## config.mk

```make
export PLATFORM = sky130hd
export DESIGN_NAME = risc5_memctrl
export DESIGN_NICKNAME = d
export VERILOG_FILES = /design/src/rtl/risc5_memctrl_pkg.sv /design/src/rtl/risc5_memctrl_sram_phase.sv /design/src/rtl/risc5_memctrl.sv
export SDC_FILE = /design/constraint.sdc
export NUM_CORES = 1
export LEC_CHECK = 0
export CAP_MARGIN = 20
export CORE_ASPECT_RATIO = 2
export CORE_UTILIZATION = 50
export DETAILED_ROUTE_END_ITERATION = 8
export PLACE_DENSITY = 0.81
export SLEW_MARGIN = 20
export SYNTH_ARGS = -nofsm -noshare
export SYNTH_HDL_FRONTEND = slang
export SYNTH_HIERARCHICAL = 1
export SYNTH_SLANG_ARGS = --single-unit
```

## constraint.sdc

```tcl
create_clock -name clk -period 2.65 [get_ports clk]
set_input_delay 0.795 -clock clk [delete_from_list [all_inputs] [get_ports clk]]
set_output_delay 0.795 -clock clk [all_outputs]
set_load 0.005 [all_outputs]
```

## src/rtl/risc5_memctrl_pkg.sv

```systemverilog
// Shared definitions for the RISC5 memory controller: FSM encoding, address-map constants and lane decode.
package risc5_memctrl_pkg;

  typedef enum logic [1:0] {
    ST_IDLE = 2'd0,
    ST_LO   = 2'd1,
    ST_HI   = 2'd2,
    ST_DONE = 2'd3
  } mc_state_e;

  localparam logic [23:0] IO_BASE         = 24'hFFFFC0;
  localparam logic [9:0]  PROM_PAGE       = 10'h3FF;
  localparam int          WAIT_STATES_MAX = 7;

  // Active-low byte-lane strobes {ub_n, lb_n}: both lanes for a word, else the lane picked by adr[0].
  function automatic logic [1:0] lane_mask(input logic ben, input logic a0);
    if (!ben) begin
      return 2'b00;
    end else if (a0) begin
      return 2'b01;
    end else begin
      return 2'b10;
    end
  endfunction

endpackage

```

## src/rtl/risc5_memctrl_sram_phase.sv

```systemverilog
// One SRAM halfword phase: WAIT_STATES+1 cycles of registered strobes, with done on the last cycle.
module risc5_memctrl_sram_phase
  import risc5_memctrl_pkg::*;
#(
  parameter int SRAM_AW     = 18,
  parameter int WAIT_STATES = 1
) (
  input  logic               clk,
  input  logic               rst,
  input  logic               start,
  input  logic               write,
  input  logic               half,
  input  logic [SRAM_AW-2:0] word_adr,
  input  logic [15:0]        data,
  input  logic [1:0]         lanes,
  output logic               done,
  output logic [SRAM_AW-1:0] sram_a,
  output logic [15:0]        sram_dq_o,
  output logic               sram_dq_oe,
  output logic               sram_ce_n,
  output logic               sram_oe_n,
  output logic               sram_we_n,
  output logic               sram_ub_n,
  output logic               sram_lb_n
);

  localparam int          WS_EFF = (WAIT_STATES > WAIT_STATES_MAX) ? WAIT_STATES_MAX : WAIT_STATES;
  localparam logic [2:0]  LAST   = 3'(WS_EFF);

  logic       active_r;
  logic       write_r;
  logic [2:0] cnt_r;

  assign done = active_r && (cnt_r == LAST);

  // Phase timer and strobe registers; we_n releases one cycle before the phase ends.
  always_ff @(posedge clk or negedge rst) begin
    if (!rst) begin
      active_r   <= 1'b0;
      write_r    <= 1'b0;
      cnt_r      <= 3'd0;
      sram_a     <= '0;
      sram_dq_o  <= 16'h0000;
      sram_dq_oe <= 1'b0;
      sram_ce_n  <= 1'b1;
      sram_oe_n  <= 1'b1;
      sram_we_n  <= 1'b1;
      sram_ub_n  <= 1'b1;
      sram_lb_n  <= 1'b1;
    end else if (start) begin
      active_r   <= 1'b1;
      write_r    <= write;
      cnt_r      <= 3'd0;
      sram_a     <= {word_adr, half};
      sram_dq_o  <= data;
      sram_dq_oe <= write;
      sram_ce_n  <= 1'b0;
      sram_oe_n  <= write;
      sram_we_n  <= ~write;
      {sram_ub_n, sram_lb_n} <= lanes;
    end else if (active_r) begin
      if (cnt_r == LAST) begin
        active_r   <= 1'b0;
        sram_dq_oe <= 1'b0;
        sram_ce_n  <= 1'b1;
        sram_oe_n  <= 1'b1;
        sram_we_n  <= 1'b1;
        sram_ub_n  <= 1'b1;
        sram_lb_n  <= 1'b1;
      end else begin
        cnt_r     <= cnt_r + 3'd1;
        sram_we_n <= !(write_r && ((cnt_r + 3'd1) != LAST));
      end
    end
  end

endmodule

```

## src/rtl/risc5_memctrl.sv

```systemverilog
// RISC5 memory controller: 32-bit fetch/load/store over a 16-bit async SRAM in two halfword phases.
// Optional one-entry fetch buffer enabled by defining RISC5_MEMCTRL_FETCH_BUF_EN.
module risc5_memctrl
  import risc5_memctrl_pkg::*;
#(
  parameter int SRAM_AW     = 18,
  parameter int WAIT_STATES = 1
) (
  input  logic               clk,
  input  logic               rst,
  input  logic [23:0]        adr,
  input  logic               rd,
  input  logic               wr,
  input  logic               ben,
  input  logic [31:0]        outbus,
  output logic [31:0]        inbus,
  output logic [31:0]        codebus,
  output logic               memwait,
  output logic [SRAM_AW-1:0] sram_a,
  input  logic [15:0]        sram_dq_i,
  output logic [15:0]        sram_dq_o,
  output logic               sram_dq_oe,
  output logic               sram_ce_n,
  output logic               sram_oe_n,
  output logic               sram_we_n,
  output logic               sram_ub_n,
  output logic               sram_lb_n
);

  mc_state_e          state_r;
  logic               wr_r, rd_r, byte_r;
  logic [1:0]         lanes_r;
  logic [SRAM_AW-2:0] word_r;
  logic [15:0]        hi_data_r, lo_rd_r;

  logic               is_io_s, is_prom_s, hit_s, sram_req_s;
  logic               start_s, done_s, finish_s, p_write_s, p_half_s;
  logic [SRAM_AW-2:0] p_word_s;
  logic [15:0]        p_data_s;
  logic [1:0]         p_lanes_s;
  logic [31:0]        result_s;

`ifdef RISC5_MEMCTRL_FETCH_BUF_EN
  logic [21:0] tag_r, fb_tag_r;
  logic        fb_valid_r;
`endif

  // Request classification and CPU freeze.
  always_comb begin
    is_io_s   = (rd | wr) && (adr[23:6] == IO_BASE[23:6]);
    is_prom_s = !(rd | wr) && (adr[23:14] == PROM_PAGE);
`ifdef RISC5_MEMCTRL_FETCH_BUF_EN
    hit_s     = !(rd | wr) && fb_valid_r && (fb_tag_r == adr[23:2]);
`else
    hit_s     = 1'b0;
`endif
    sram_req_s = !is_io_s && !is_prom_s && !hit_s;
    memwait    = rst && sram_req_s && (state_r != ST_DONE);
  end

  // Phase sequencing: IDLE launches from live inputs, LO->HI continues from the latched request.
  always_comb begin
    finish_s = done_s && ((state_r == ST_HI) || byte_r);
    start_s  = ((state_r == ST_IDLE) && sram_req_s) ||
               ((state_r == ST_LO) && done_s && !byte_r);
    if (state_r == ST_IDLE) begin
      p_write_s = wr;
      p_half_s  = ben & adr[1];
      p_word_s  = adr[SRAM_AW:2];
      p_lanes_s = lane_mask(ben, adr[0]);
      p_data_s  = (ben & adr[1]) ? outbus[31:16] : outbus[15:0];
    end else begin
      p_write_s = wr_r;
      p_half_s  = 1'b1;
      p_word_s  = word_r;
      p_lanes_s = lanes_r;
      p_data_s  = hi_data_r;
    end
    if (!byte_r) begin
      result_s = {sram_dq_i, lo_rd_r};
    end else if (state_r == ST_HI) begin
      result_s = {sram_dq_i, 16'h0000};
    end else begin
      result_s = {16'h0000, sram_dq_i};
    end
  end

  risc5_memctrl_sram_phase #(
    .SRAM_AW    (SRAM_AW),
    .WAIT_STATES(WAIT_STATES)
  ) u_phase (
    .clk       (clk),
    .rst       (rst),
    .start     (start_s),
    .write     (p_write_s),
    .half      (p_half_s),
    .word_adr  (p_word_s),
    .data      (p_data_s),
    .lanes     (p_lanes_s),
    .done      (done_s),
    .sram_a    (sram_a),
    .sram_dq_o (sram_dq_o),
    .sram_dq_oe(sram_dq_oe),
    .sram_ce_n (sram_ce_n),
    .sram_oe_n (sram_oe_n),
    .sram_we_n (sram_we_n),
    .sram_ub_n (sram_ub_n),
    .sram_lb_n (sram_lb_n)
  );

  // Access FSM, request latch and result registers.
  always_ff @(posedge clk or negedge rst) begin
    if (!rst) begin
      state_r   <= ST_IDLE;
      wr_r      <= 1'b0;
      rd_r      <= 1'b0;
      byte_r    <= 1'b0;
      lanes_r   <= 2'b11;
      word_r    <= '0;
      hi_data_r <= 16'h0000;
      lo_rd_r   <= 16'h0000;
      inbus     <= 32'h0000_0000;
      codebus   <= 32'h0000_0000;
`ifdef RISC5_MEMCTRL_FETCH_BUF_EN
      tag_r      <= 22'd0;
      fb_tag_r   <= 22'd0;
      fb_valid_r <= 1'b0;
`endif
    end else begin
      case (state_r)
        ST_IDLE: begin
          if (sram_req_s) begin
            wr_r      <= wr;
            rd_r      <= rd & ~wr;
            byte_r    <= ben;
            lanes_r   <= lane_mask(ben, adr[0]);
            word_r    <= adr[SRAM_AW:2];
            hi_data_r <= outbus[31:16];
`ifdef RISC5_MEMCTRL_FETCH_BUF_EN
            tag_r <= adr[23:2];
            if (wr && (fb_tag_r == adr[23:2])) begin
              fb_valid_r <= 1'b0;
            end
`endif
            state_r <= (ben && adr[1]) ? ST_HI : ST_LO;
          end
        end
        ST_LO: begin
          if (done_s) begin
            if (!wr_r) begin
              lo_rd_r <= sram_dq_i;
            end
            state_r <= byte_r ? ST_DONE : ST_HI;
          end
        end
        ST_HI: begin
          if (done_s) begin
            state_r <= ST_DONE;
          end
        end
        ST_DONE: state_r <= ST_IDLE;
        default: state_r <= ST_IDLE;
      endcase
      if (finish_s && !wr_r) begin
        if (rd_r) begin
          inbus <= result_s;
        end else begin
          codebus <= result_s;
`ifdef RISC5_MEMCTRL_FETCH_BUF_EN
          fb_tag_r   <= tag_r;
          fb_valid_r <= 1'b1;
`endif
        end
      end
    end
  end

endmodule

```

# Yosys cells after proc, flatten, opt, wreduce, memory -nomap -nowiden
# Index checks and enable logic that the tools add are counted.
op_classes:
  bitwise: 7
  div: 0
  n_mul: 0
  add_sub_neg: 1
  muxes: 34
  n_shift: 0
  order_cmp: 0
  n_eq_ne: 12
  n_reduce_logical: 31
ops:
  columns: ["op", "count"]
  rows:
  - ["two-way mux 32 bit", 2]
  - ["two-way mux 16 bit", 2]
  - ["== test 18 bit, second input constant", 1]
  - ["two-way mux 1 bit", 18]
  - ["two-way mux 17 bit", 1]
  - ["two-way mux 2 bit", 7]
  - ["logical AND 1 bit", 13]
  - ["== test 10 bit, second input constant", 1]
  - ["inequality test 2 bit, second input constant", 5]
  - ["AND reduction 2 bit", 5]
  - ["two-way mux 3 bit", 3]
  - ["one-hot mux 2 bit (4 select lines)", 1]
  - ["zero test 1 bit", 6]
  - ["AND reduction 3 bit", 2]
  - ["== test 2 bit, second input constant", 2]
  - ["inverter 1 bit", 4]
  - ["nonzero test 2 bit", 2]
  - ["adder 3 x 1 -> 3 bit, second input constant", 1]
  - ["== test 3 x 1 -> 1 bit, second input constant", 1]
  - ["inequality test 3 x 1 -> 1 bit, second input constant", 1]
  - ["AND 1 bit", 2]
  - ["== test 2 x 1 -> 1 bit, second input constant", 1]
  - ["zero test 2 bit", 1]
  - ["logical OR 1 bit", 2]
  - ["bitwise OR 1 bit", 1]
totals:
  reg_bits: 165
  memories: 0
  latch_bits: 0
  out_inout_bits: 105
  in_bits: 77
  romBits: 0
  mem_bits_rw: 0
  elab_cells: 106

# Longest topological paths before layout
# Gate-level depths: netlist of the first run.
depth:
  ltp_word: 9
  depth_mapped: 11
  depth_no_buf: 8

# Cells and area by module
# The synthesis of the first run kept the hierarchy.
by_module_without_submodules:
  columns: ["mod", "cells_per_inst", "instances", "seq_area_each_um2", "area_each_um2"]
  rows:
  - ["risc5_memctrl", 487, 1, 3005.4, 5505.3]
  - ["risc5_memctrl_sram_phase", 125, 1, 1132.3, 1816.7]

# Worst setup path before layout of the first run
# Ideal clock, no wire load.
synth_path:
  kind: "input -> register"
  start: "input port adr[10]"
  end: "register u_phase.sram_a[0]"
  setup_time_ps: 125
  path_stages: 9
  arrival_time_ps: 2216
  required_ps: 2525
  path_buffers: 4
  path_slack_ps: 309
  cell_sequence: "nand4_1 -> o22ai_2 -> a21boi_2 -> buf_6 -> buf_6 -> o21bai_1 -> buf_6 -> buf_6 -> mux2_2"
synth_between:
  elab_chain_len: 6
synth_rtl:
  columns: ["element", "line", "source"]
  rows:
  - ["from (decl)", "risc5_memctrl.sv:11", "input logic [23:0] adr,"]
  - ["== test 18 bit", "risc5_memctrl.sv:50", "is_io_s = (rd | wr) && (adr[23:6] == IO_BASE[23:6]);"]
  - ["logical AND 1 bit", "risc5_memctrl.sv:50", null]
  - ["zero test 1 bit", "risc5_memctrl.sv:57", "sram_req_s = !is_io_s && !is_prom_s && !hit_s;"]
  - ["logical AND 1 bit", "risc5_memctrl.sv:57", null]
  - ["logical AND 1 bit", "risc5_memctrl.sv:64", "start_s = ((state_r == ST_IDLE) && sram_req_s) ||"]
  - ["logical OR 1 bit", "risc5_memctrl.sv:64", null]
  - ["named net start_s", "risc5_memctrl.sv:37", "logic start_s, done_s, finish_s, p_write_s, p_half_s;"]
  - ["to (signal assigned)", "risc5_memctrl_sram_phase.sv:54", "sram_a <= {word_adr, half};"]
  - ["to (decl)", "risc5_memctrl_sram_phase.sv:17", "output logic [SRAM_AW-1:0] sram_a,"]
# The timed path passes the listed nets, and every way through them passes these cells.
# A chain may end at the register's enable or synchronous reset.

# Final worst setup path of the first run
layout_path:
  start: "input port adr[6]"
  end: "output port memwait"
layout_between:
  elab_chain_len: 6
layout_rtl:
  columns: ["element", "line", "source"]
  rows:
  - ["== test 18 bit", "risc5_memctrl.sv:50", null]
  - ["logical AND 1 bit", "risc5_memctrl.sv:50", null]
  - ["zero test 1 bit", "risc5_memctrl.sv:57", null]
  - ["logical AND 1 bit", "risc5_memctrl.sv:57", null]
  - ["logical AND 1 bit (2 in a row)", "risc5_memctrl.sv:58", "memwait = rst && sram_req_s && (state_r != ST_DONE);"]
  - ["to (decl)", "risc5_memctrl.sv:18", "output logic memwait,"]
# Every way passes these cells.

==> run metrics, run 1 <==
endpoint of the worst register-to-register path=codebus[0]; synth unique cells=39; instance count of the mapped netlist=612; hpwl dp=12,600 um; worst-case vdd ir drop=approximately 0.76 mV; placer's final routability congestion estimate=between 0.7 and 0.8; Buffers on Ports=181; largest family of logic cells by synthesized area=multiplexers; Sinks on Clock Net=165; number of maximum-capacitance violations=0; r2r setup slk=0.48 ns; Post-synth top cells=dfrtp_1, mux2_2, nand2_1; reg2reg path depth=7; portion of the clock cycle consumed by the worst path in the final layout=97.9%; hold path cells=2; start point of the worst hold path=inbus[27]; dominant cell by count in the synthesized netlist=dfrtp_1; Die Span X=approximately 90 um; number of levels the H-tree was split into=4; share of cell area taken by muxes after synthesis=22.3%; EDFF count, synth=0; adder-cell share of the synthesized area=1.20%; share of the yosys chip area belonging to registers=56.5%; TritonRoute pass-1 iters=4; Synth async-reset ratio=100%; detailed-route wire length=17,800 um; Synth Area per Inst=12.0 sq um; end point of the worst hold path=inbus[27]; primary flip-flop cell chosen by synthesis mapping=dfrtp_1; TritonCTS clock tree=built; number of rows in the core area=62; total number of nets in the final design=891; number of max-slew violations in the final report=0; startpoint type of the worst setup path=input pin; leakage power figure=4.40 nW; Core ar.=about 0.014 sq mm; maximum number of pins on one net before global-route repair=166; post-synthesis compound-gate area fraction=7.33%; count of hold buffers inserted by post-cts repair=0; Synth top area share=54.0%; Arrival @ worst endpoint=roughly 1.8 ns; antenna diode count=0; highest clock frequency the design can meet=approximately 0.39 GHz; DRC viols=0; Final Skew=0.0159 ns; number of global-route vias before repair=5,669; path type of the worst setup path=input pin to output pin; nature of the critical path endpoint=output pin; CTS root buf=clkbuf_16; antenna violation net count after detailed routing=0; Hold Vio Cnt, Final=0; total power per unit cell area=1270 mW/mm^2; number of DRC markers in iteration 0=189; Tot Pwr=around 13 mW; number of inserted filler cells in the final layout=a little over 1,000; maximum fanout along the worst path=3; xor-xnor portion of the synthesized cell area=0.120%; Die Footprint=about 0.015 sq mm; via count=5,338; largest area contributor in the synthesized netlist=dfrtp_1; classification of the worst-slack hold path=flop to flop; share of post-route cells with drive strength above 1=between 20% and 30%; clock slew at reported path FFs=0.07 ns; total of warnings raised by yosys=6; mapped cell area=between 0.007 and 0.008 sq mm; Reg2Reg Launch Point=u_phase/cnt_r[1]; Setup violations, final=0; height of the chip=173 um; number of buffers created by CTS=17; synth top area cells=dfrtp_1, mux2_2, mux2i_1; Layout area overhead=36.9%; global-route wire length before repair=between 20,000 and 30,000 um; result of the run=finished clean; critical path data required time=1.86 ns; setup repair after global routing missed its margin=no; TNS Setup=0 ns; Synthesized Nets=~700; Initial Utilization=51.0%; Final Critical Period=2.59 ns; initial antenna violation count=0; simple-gate share of the synthesized area=8.19%; register bit total from synthesis=165; remaining global-route overflow=0; I/O Pins=about 180; clk buf depth=2; Max-Slew Margin vs Limit=between 40% and 50%; slew at the pin with the worst max-slew slack=0.877 ns; routed vias/inst=5.27; total routing resource utilization after global routing=25.0%; Clk Latency, worst-skew pair=about 0.42 ns; drt wl/cell=~18 um
## power by group
group	internal (mW)	leakage (nW)	switching (mW)
combinational	3.40	2.24	2.38
clock	1.25	0.265	1.08
sequential	3.85	1.90	0.730
## cell usage in the layout, fill, tap and decap left out, types with 3 or more instances in the layout
cell | Yosys | final
nand2_1 | 58 | 58
nor2_1 | 36 | 36
nand4_1 | 5 | 5
clkbuf_16 | 0 | 17
dfstp_2 | 7 | 7
nor2b_1 | 17 | 17
mux2_2 | 104 | 104
inv_6 | 0 | 5
o21ai_0 | 38 | 38
clkdlybuf4s50_1 | 0 | 159
buf_4 | 3 | 25
nand3_1 | 3 | 3
dlygate4sd2_1 | 0 | 20
nand2b_1 | 3 | 3
clkinvlp_4 | 0 | 3
buf_12 | 0 | 6
mux2_4 | 8 | 8
ha_1 | 7 | 6
a21oi_1 | 45 | 45
dfrtp_1 | 158 | 158
mux2i_1 | 34 | 34
o21ai_1 | 4 | 4
inv_1 | 27 | 27
## registers in the layout (all words and copies together) (netlist names), 2 cells and up
name	flops
word_r	17
codebus	32
inbus	32
hi_data_r	16
u_phase/cnt_r	3
lo_rd_r	16
u_phase/sram_dq_o	16
lanes_r	2
state_r	2
u_phase/sram_a	18
## worst max path at each step
stage / slack, ns / start / cells past startpoint / endpoint
after floorplan: 0.31 / adr[10] / 9 / u_phase/sram_a[0]
after global placement: -0.64 / adr[6] / 6 / memwait
after detailed placement: -0.64 / adr[6] / 6 / memwait
after CTS: 0.05 / adr[8] / 6 / memwait
after global routing: 0.006 / adr[6] / 6 / memwait
final: 0.06 / adr[6] / 6 / memwait
## timing repair
action / 4_1_cts / 5_1_grt
hold endpoints to repair: 0 / 0
setup buffers: 2 / 0
pin swaps: 9 / 2
endpoints found under the setup margin: 1 / 1
gates resized for setup: 27 / 0
## routing by layer
metal,vias to the layer above,GRT usage [%],routed length [um]
li1,2485,-,-
met1,2635,25.5,6300
met2,182,46.5,10100
met3,36,5.06,762
met4,0,12.2,627
met5,-,0,0
## stage by stage
stage               std cells  instance area, sq um  worst slack (ns)  hold WS [ns]  util [%]
floorplan                 612                  7320             0.309         0.400         -
global placement          978                  9480            -0.643         0.415      66.0
detailed placement        978                  9480            -0.638         0.457      66.0
CTS                      1012                 10000            0.0515         0.469      69.8
global route             1012                 10000           0.00573         0.487      69.8
finish                   1012                 10000            0.0564         0.480      69.8
## cell type report
| cell class | instances | area [sq um] | area share [%] |
|---|---|---|---|
| sequential | 165 | 4140 | 41.3 |
| clock buffer | 19 | 443 | 4.42 |
| multi-input combinational | 384 | 2900 | 28.9 |
| tap | 192 | 240 | 2.40 |
| inverter | 27 | 101 | 1.01 |
| timing repair buffer | 212 | 2090 | 20.9 |
| clock inverter | 13 | 111 | 1.11 |
## cells by family after synthesis
| group | count (synthesis) |
|---|---|
| AO/OA/AOI/OAI | 98 |
| buffers and inverters | 63 |
| XOR/XNOR | 1 |
| multiplexers | 146 |
| AND/OR/NAND/NOR | 132 |
| adder cells (fa/ha/maj) | 7 |
| flip-flops | 165 |
## worst max-delay path, cell delays in order
cell,delay [ns]
dlygate4sd2_1,0.25
nand4_1,0.18
o22ai_2,0.10
and2_4,0.17
nor3b_2,0.16
buf_2,0.14
Power figures use the tool's default switching activity.
==> run 2, diff against run 1 <==
- ABC_CLOCK_PERIOD_IN_PS: unset -> 2650
- REMOVE_ABC_BUFFERS: unset -> 1
==> run metrics, run 2 (synthesis gave the netlist of run 1 again) <==
antenna violation net count after detailed routing=0; highest clock frequency the design can meet=0.384 GHz; placer's final routability congestion estimate=0.800; startpoint type of the worst setup path=input pin; multi-input logic area=0.00291 sq mm; result of the run=finished clean; worst hold-check slack=0.443 ns; sequential cell area in the final layout=0.00414 sq mm; Cell Chain, Critical Path=clkdlybuf4s15_1 > nand4_1 > o22ai_2 > and2_4 > nor3b_2 > buf_2; number of DRC markers in iteration 0=231; routed vias/inst=5.24; commonest non-fill, non-tap cell in the layout=clkdlybuf4s50_1; global-route wire length before repair=29,700 um; Buffers on Ports=approximately 180; setup repair after global routing missed its margin=no; TritonRoute pass-1 iters=4; share of post-route cells with drive strength above 1=roughly 24%; Layout area overhead=38.0%; total number of nets in the final design=889; clk buf depth=2; Initial Utilization=51.0%; largest registers=codebus (32), inbus (32), u_phase/sram_a (18); number of global-route vias before repair=a little over 6,000; clock slew at reported path FFs=0.07 ns; Die Footprint=0.0152 sq mm; portion of the clock cycle consumed by the worst path in the final layout=98.3%; Sinks on Clock Net=165; CTS root buf=clkbuf_16; r2r setup slk=between 0.4 and 0.5 ns; hpwl dp=~12,000 um; commonest non-fill, non-tap cells in the layout=clkdlybuf4s50_1, dfrtp_1, mux2_2, nand2_1, a21oi_1; critical-path cell with the highest stage delay=clkdlybuf4s15_1; classification of the worst-slack hold path=input pin to async pin; slew at the pin with the worst max-slew slack=0.959 ns; number of rows in the core area=62; Die Span X=87.6 um; Final Critical Period=2.60 ns; Hold Vio Cnt, Final=0; antenna diode count=0; Core ar.=approximately 0.014 sq mm; Arrival @ worst endpoint=1.81 ns; Max-Slew Margin vs Limit=36.1%; maximum number of pins on one net before global-route repair=166; Final Skew=0.00894 ns; Setup violations, final=0; leakage power figure=about 4.4 nW; Clk Latency, worst-skew pair=around 0.43 ns; number of buffers created by CTS=17; Max stage delay on crit path=0.21 ns; number of levels the H-tree was split into=4; drt wl/cell=~18 um; height of the chip=between 150 and 200 um; worst-case vdd ir drop=around 0.77 mV; TNS Setup=0 ns; number of max-slew violations in the final report=0; number of inserted filler cells in the final layout=977; reg2reg path depth=7; total routing resource utilization after global routing=about 26%; number of maximum-capacitance violations=0; TritonCTS clock tree=built; total power per unit cell area=1290 mW/mm^2; nature of the critical path endpoint=output pin; DRC viols=0; Reg2Reg Launch Point=u_phase/cnt_r[1]; critical path data required time=1.86 ns; endpoint of the worst register-to-register path=codebus[0]; path type of the worst setup path=input pin to output pin; detailed-route wire length=17,700 um; via count=5,295; initial antenna violation count=0; remaining global-route overflow=0; maximum fanout along the worst path=3; I/O Pins=182
run 2: what timing repair did:
item | in CTS | in global routing
gates resized for setup | 26 | 12
setup buffers | 1 | 1
setup endpoints to repair | 1 | 1
pin swaps | 8 | 5
hold buffers | 0 | 0
run 2: through the flow:
stage | utilization [%] | worst slack [ns] | cells | power (mW) | area [sq um]
2_1_floorplan | - | -2.45 | 576 | 7.56 | 7100
3_3_place_gp | 66.2 | -0.633 | 976 | 10.2 | 9500
3_5_place_dp | 66.2 | -0.698 | 976 | 10.6 | 9500
4_1_cts | 70.4 | 0.0126 | 1009 | 13.1 | 10100
5_1_grt | 70.4 | 0.000377 | 1010 | 13.9 | 10100
6_report | 70.4 | 0.0458 | 1010 | 13.0 | 10100
run 2: report_power, final:
part | leakage (nW) | switching [mW] | internal, mW | total, mW
clock network | 0.278 | 1.04 | 1.45 | 2.50
logic | 2.27 | 2.45 | 3.51 | 5.95
registers | 1.90 | 0.724 | 3.85 | 4.57
run 2: critical path: cells and delay by family:
kind                   cells  cell delay (ns)
and+or+nand+nor            3             0.53
buffers and inverters      2             0.34
AOI/OAI and AO/OA          1             0.13
run 2: worst max path at each step:
stage	start	endpoint	slack, ns	cells after the start
CTS	adr[11]	memwait	0.01	6
floorplan	u_phase/cnt_r[1]	codebus[0]	-2.45	6
finish	adr[10]	memwait	0.05	6
global placement	adr[10]	memwait	-0.63	6
global route	adr[15]	memwait	0.0004	6
detailed placement	adr[10]	memwait	-0.70	6
run 2: area by class of cell:
type                            count  share of cell area, %
Clock buffer                       20                   4.52
Clock inverter                     12                   1.42
Inverter                           27                   1.00
Multi-Input combinational cell    384                   28.8
Sequential cell                   165                   41.0
Tap cell                          192                   2.38
Timing Repair Buffer              210                   20.9
run 2: metal layers:
metal  up-vias  wire length, um  track usage [%]
li1       2472                -                -
met5         -                0                0
met3        47              969             7.35
met1      2612             6180             25.5
met4         0              639             12.4
met2       164             9950             47.0
==> run 3, diff against run 2 <==
- CELL_PAD_IN_SITES_DETAIL_PLACEMENT: unset -> 0
- CELL_PAD_IN_SITES_GLOBAL_PLACEMENT: unset -> 1
- CORE_UTILIZATION: 50 -> 39
- PLACE_DENSITY: 0.81 -> unset
- PLACE_DENSITY_LB_ADDON: unset -> 0.1
==> run metrics, run 3 (synthesis gave the netlist of run 1 again) <==
Max-Slew Margin vs Limit=49.3%; result of the run=finished clean; total power per unit cell area=1270 mW/mm^2; Sinks on Clock Net=between 150 and 200; Top Family by Delay on Critical Path=simple AND/OR/NAND/NOR gates; most heavily used metal layer in global routing=met2; leakage power figure=4.45 nW; Worst setup startpoint=adr[14]; highest clock frequency the design can meet=between 0.3 and 0.4 GHz; start point of the worst hold path=u_phase/write_r; TritonCTS clock tree=built; via count=5,225; Cell Chain, Critical Path=clkdlybuf4s15_1 > nand4_1 > nor3_2 > and2_4 > nor3b_2 > buf_2; routed vias/inst=5.03; clk buf depth=2; DRC viols=0; Die Footprint=0.0194 sq mm; total number of nets in the final design=893; Reg2Reg Launch Point=u_phase/cnt_r[1]; Arrival @ worst endpoint=1.79 ns; Hold Vio Cnt, Final=0; Post-Place Worst Slack=-0.706 ns; Die Span X=slightly below 100 um; maximum number of pins on one net before global-route repair=around 120; maximum fanout along the worst path=3; classification of the worst-slack hold path=flop to flop; Clk Latency, worst-skew pair=0.43 ns; slew at the pin with the worst max-slew slack=0.757 ns; number of maximum-capacitance violations=0; number of global-route vias before repair=between 5,000 and 6,000; Final Skew=0.00895 ns; placer's final routability congestion estimate=between 0.7 and 0.8; worst-case vdd ir drop=0.576 mV; cell count after placement=1,004; startpoint type of the worst setup path=input pin; portion of the clock cycle consumed by the worst path in the final layout=97.4%; grt met2 use=35.9%; non-filler cells in the finished layout=1,038; number of inserted filler cells in the final layout=1,610; Setup violations, final=0; largest registers=codebus (32), inbus (32), u_phase/sram_a (18); nature of the critical path endpoint=output pin; initial antenna violation count=0; met3 track demand over resource=5.17%; Buffers on Ports=about 180; antenna violation net count after detailed routing=0; number of buffers created by CTS=17; CTS root buf=clkbuf_16; setup repair after global routing missed its margin=no; commonest non-fill, non-tap cells in the layout=clkdlybuf4s50_1, dfrtp_1, mux2_2, nand2_1, a21oi_1; path type of the worst setup path=input pin to output pin; Max stage delay on crit path=0.25 ns; number of levels the H-tree was split into=4; count of buffer and inverter cells on the critical path=2; Initial Utilization=40.0%; height of the chip=196 um; share of post-route cells with drive strength above 1=24.6%; drt wl/cell=between 15 and 20 um; Final Critical Period=2.58 ns; detailed-route wire length=17,600 um; global-route wire length before repair=29,300 um; met1 track utilization from global routing=21.0%; Layout area overhead=38.5%; final worst slack=a little under 0.07 ns; Core ar.=0.0183 sq mm; total routing resource utilization after global routing=19.5%; remaining global-route overflow=0; number of rows in the core area=70; number of DRC markers in iteration 0=145; critical path data required time=1.86 ns; end-of-flow core utilization=55.4%; hpwl dp=12,500 um; antenna diode count=0; TritonRoute pass-1 iters=4; I/O Pins=182; critical-path cell with the highest stage delay=clkdlybuf4s15_1; commonest non-fill, non-tap cell in the layout=clkdlybuf4s50_1; clock slew at reported path FFs=0.06 ns; number of max-slew violations in the final report=0
run 3: cell count changes in the layout (fill, tap and decap cells not counted), moves of 2 or more:
cell	change
buf_4	+3
clkdlybuf4s15_1	-3
clkbuf_8	+2
clkinv_2	+2
dlygate4sd2_1	+2
inv_6	-2
run 3: final timing paths:
kind	endpoint	slack, ns	cells after the start
min in group asynchronous	codebus[1]	0.54	2
min	u_phase/sram_we_n	0.43	1
max	memwait	0.07	6
max reg2reg	codebus[0]	0.50	7
max in group asynchronous	codebus[2]	0.98	3
min reg2reg	u_phase/sram_we_n	0.43	1
run 3: through the flow:
stage	cell area (sq um)	total power [mW]	hold slack, ns	TNS [ns]
final	10100	12.8	0.428	0
after global routing	10100	13.8	0.441	0
after CTS	10200	13.0	0.428	0
after detailed placement	9570	10.6	0.421	-12.33
after global placement	9570	10.3	0.414	-11.20
after floorplan	7100	7.56	0.400	-209.47
run 3: timing repair:
| action | 4_1_cts | 5_1_grt |
|---|---|---|
| pin swaps | 8 | 6 |
| setup buffers | 2 | 0 |
| resized for setup | 27 | 8 |
| hold buffers | 0 | 0 |
| endpoints found under the setup margin | 1 | 1 |
run 3: power breakdown:
part	switching, mW	internal (mW)	leakage, nW
sequential	0.694	3.85	1.90
combinational	2.35	3.52	2.28
clock	1.02	1.40	0.275
total	4.07	8.76	4.45
run 3: cell type report:
| type | instances | area (sq um) | area share, % |
|---|---|---|---|
| clock buffers | 22 | 484 | 4.78 |
| clock inverters | 10 | 96.3 | 0.950 |
| flip-flops and latches | 165 | 4140 | 40.8 |
| repair buffers | 214 | 2150 | 21.2 |
| well taps | 216 | 270 | 2.67 |
| inverters | 27 | 101 | 1.00 |
| multi-input cells | 384 | 2900 | 28.6 |
run 3: routing by layer:
metal	share of wire, %	vias up
li1	-	2474
met1	39	2579
met4	1.9	0
met2	54	147
met3	4.8	25
met5	0	-
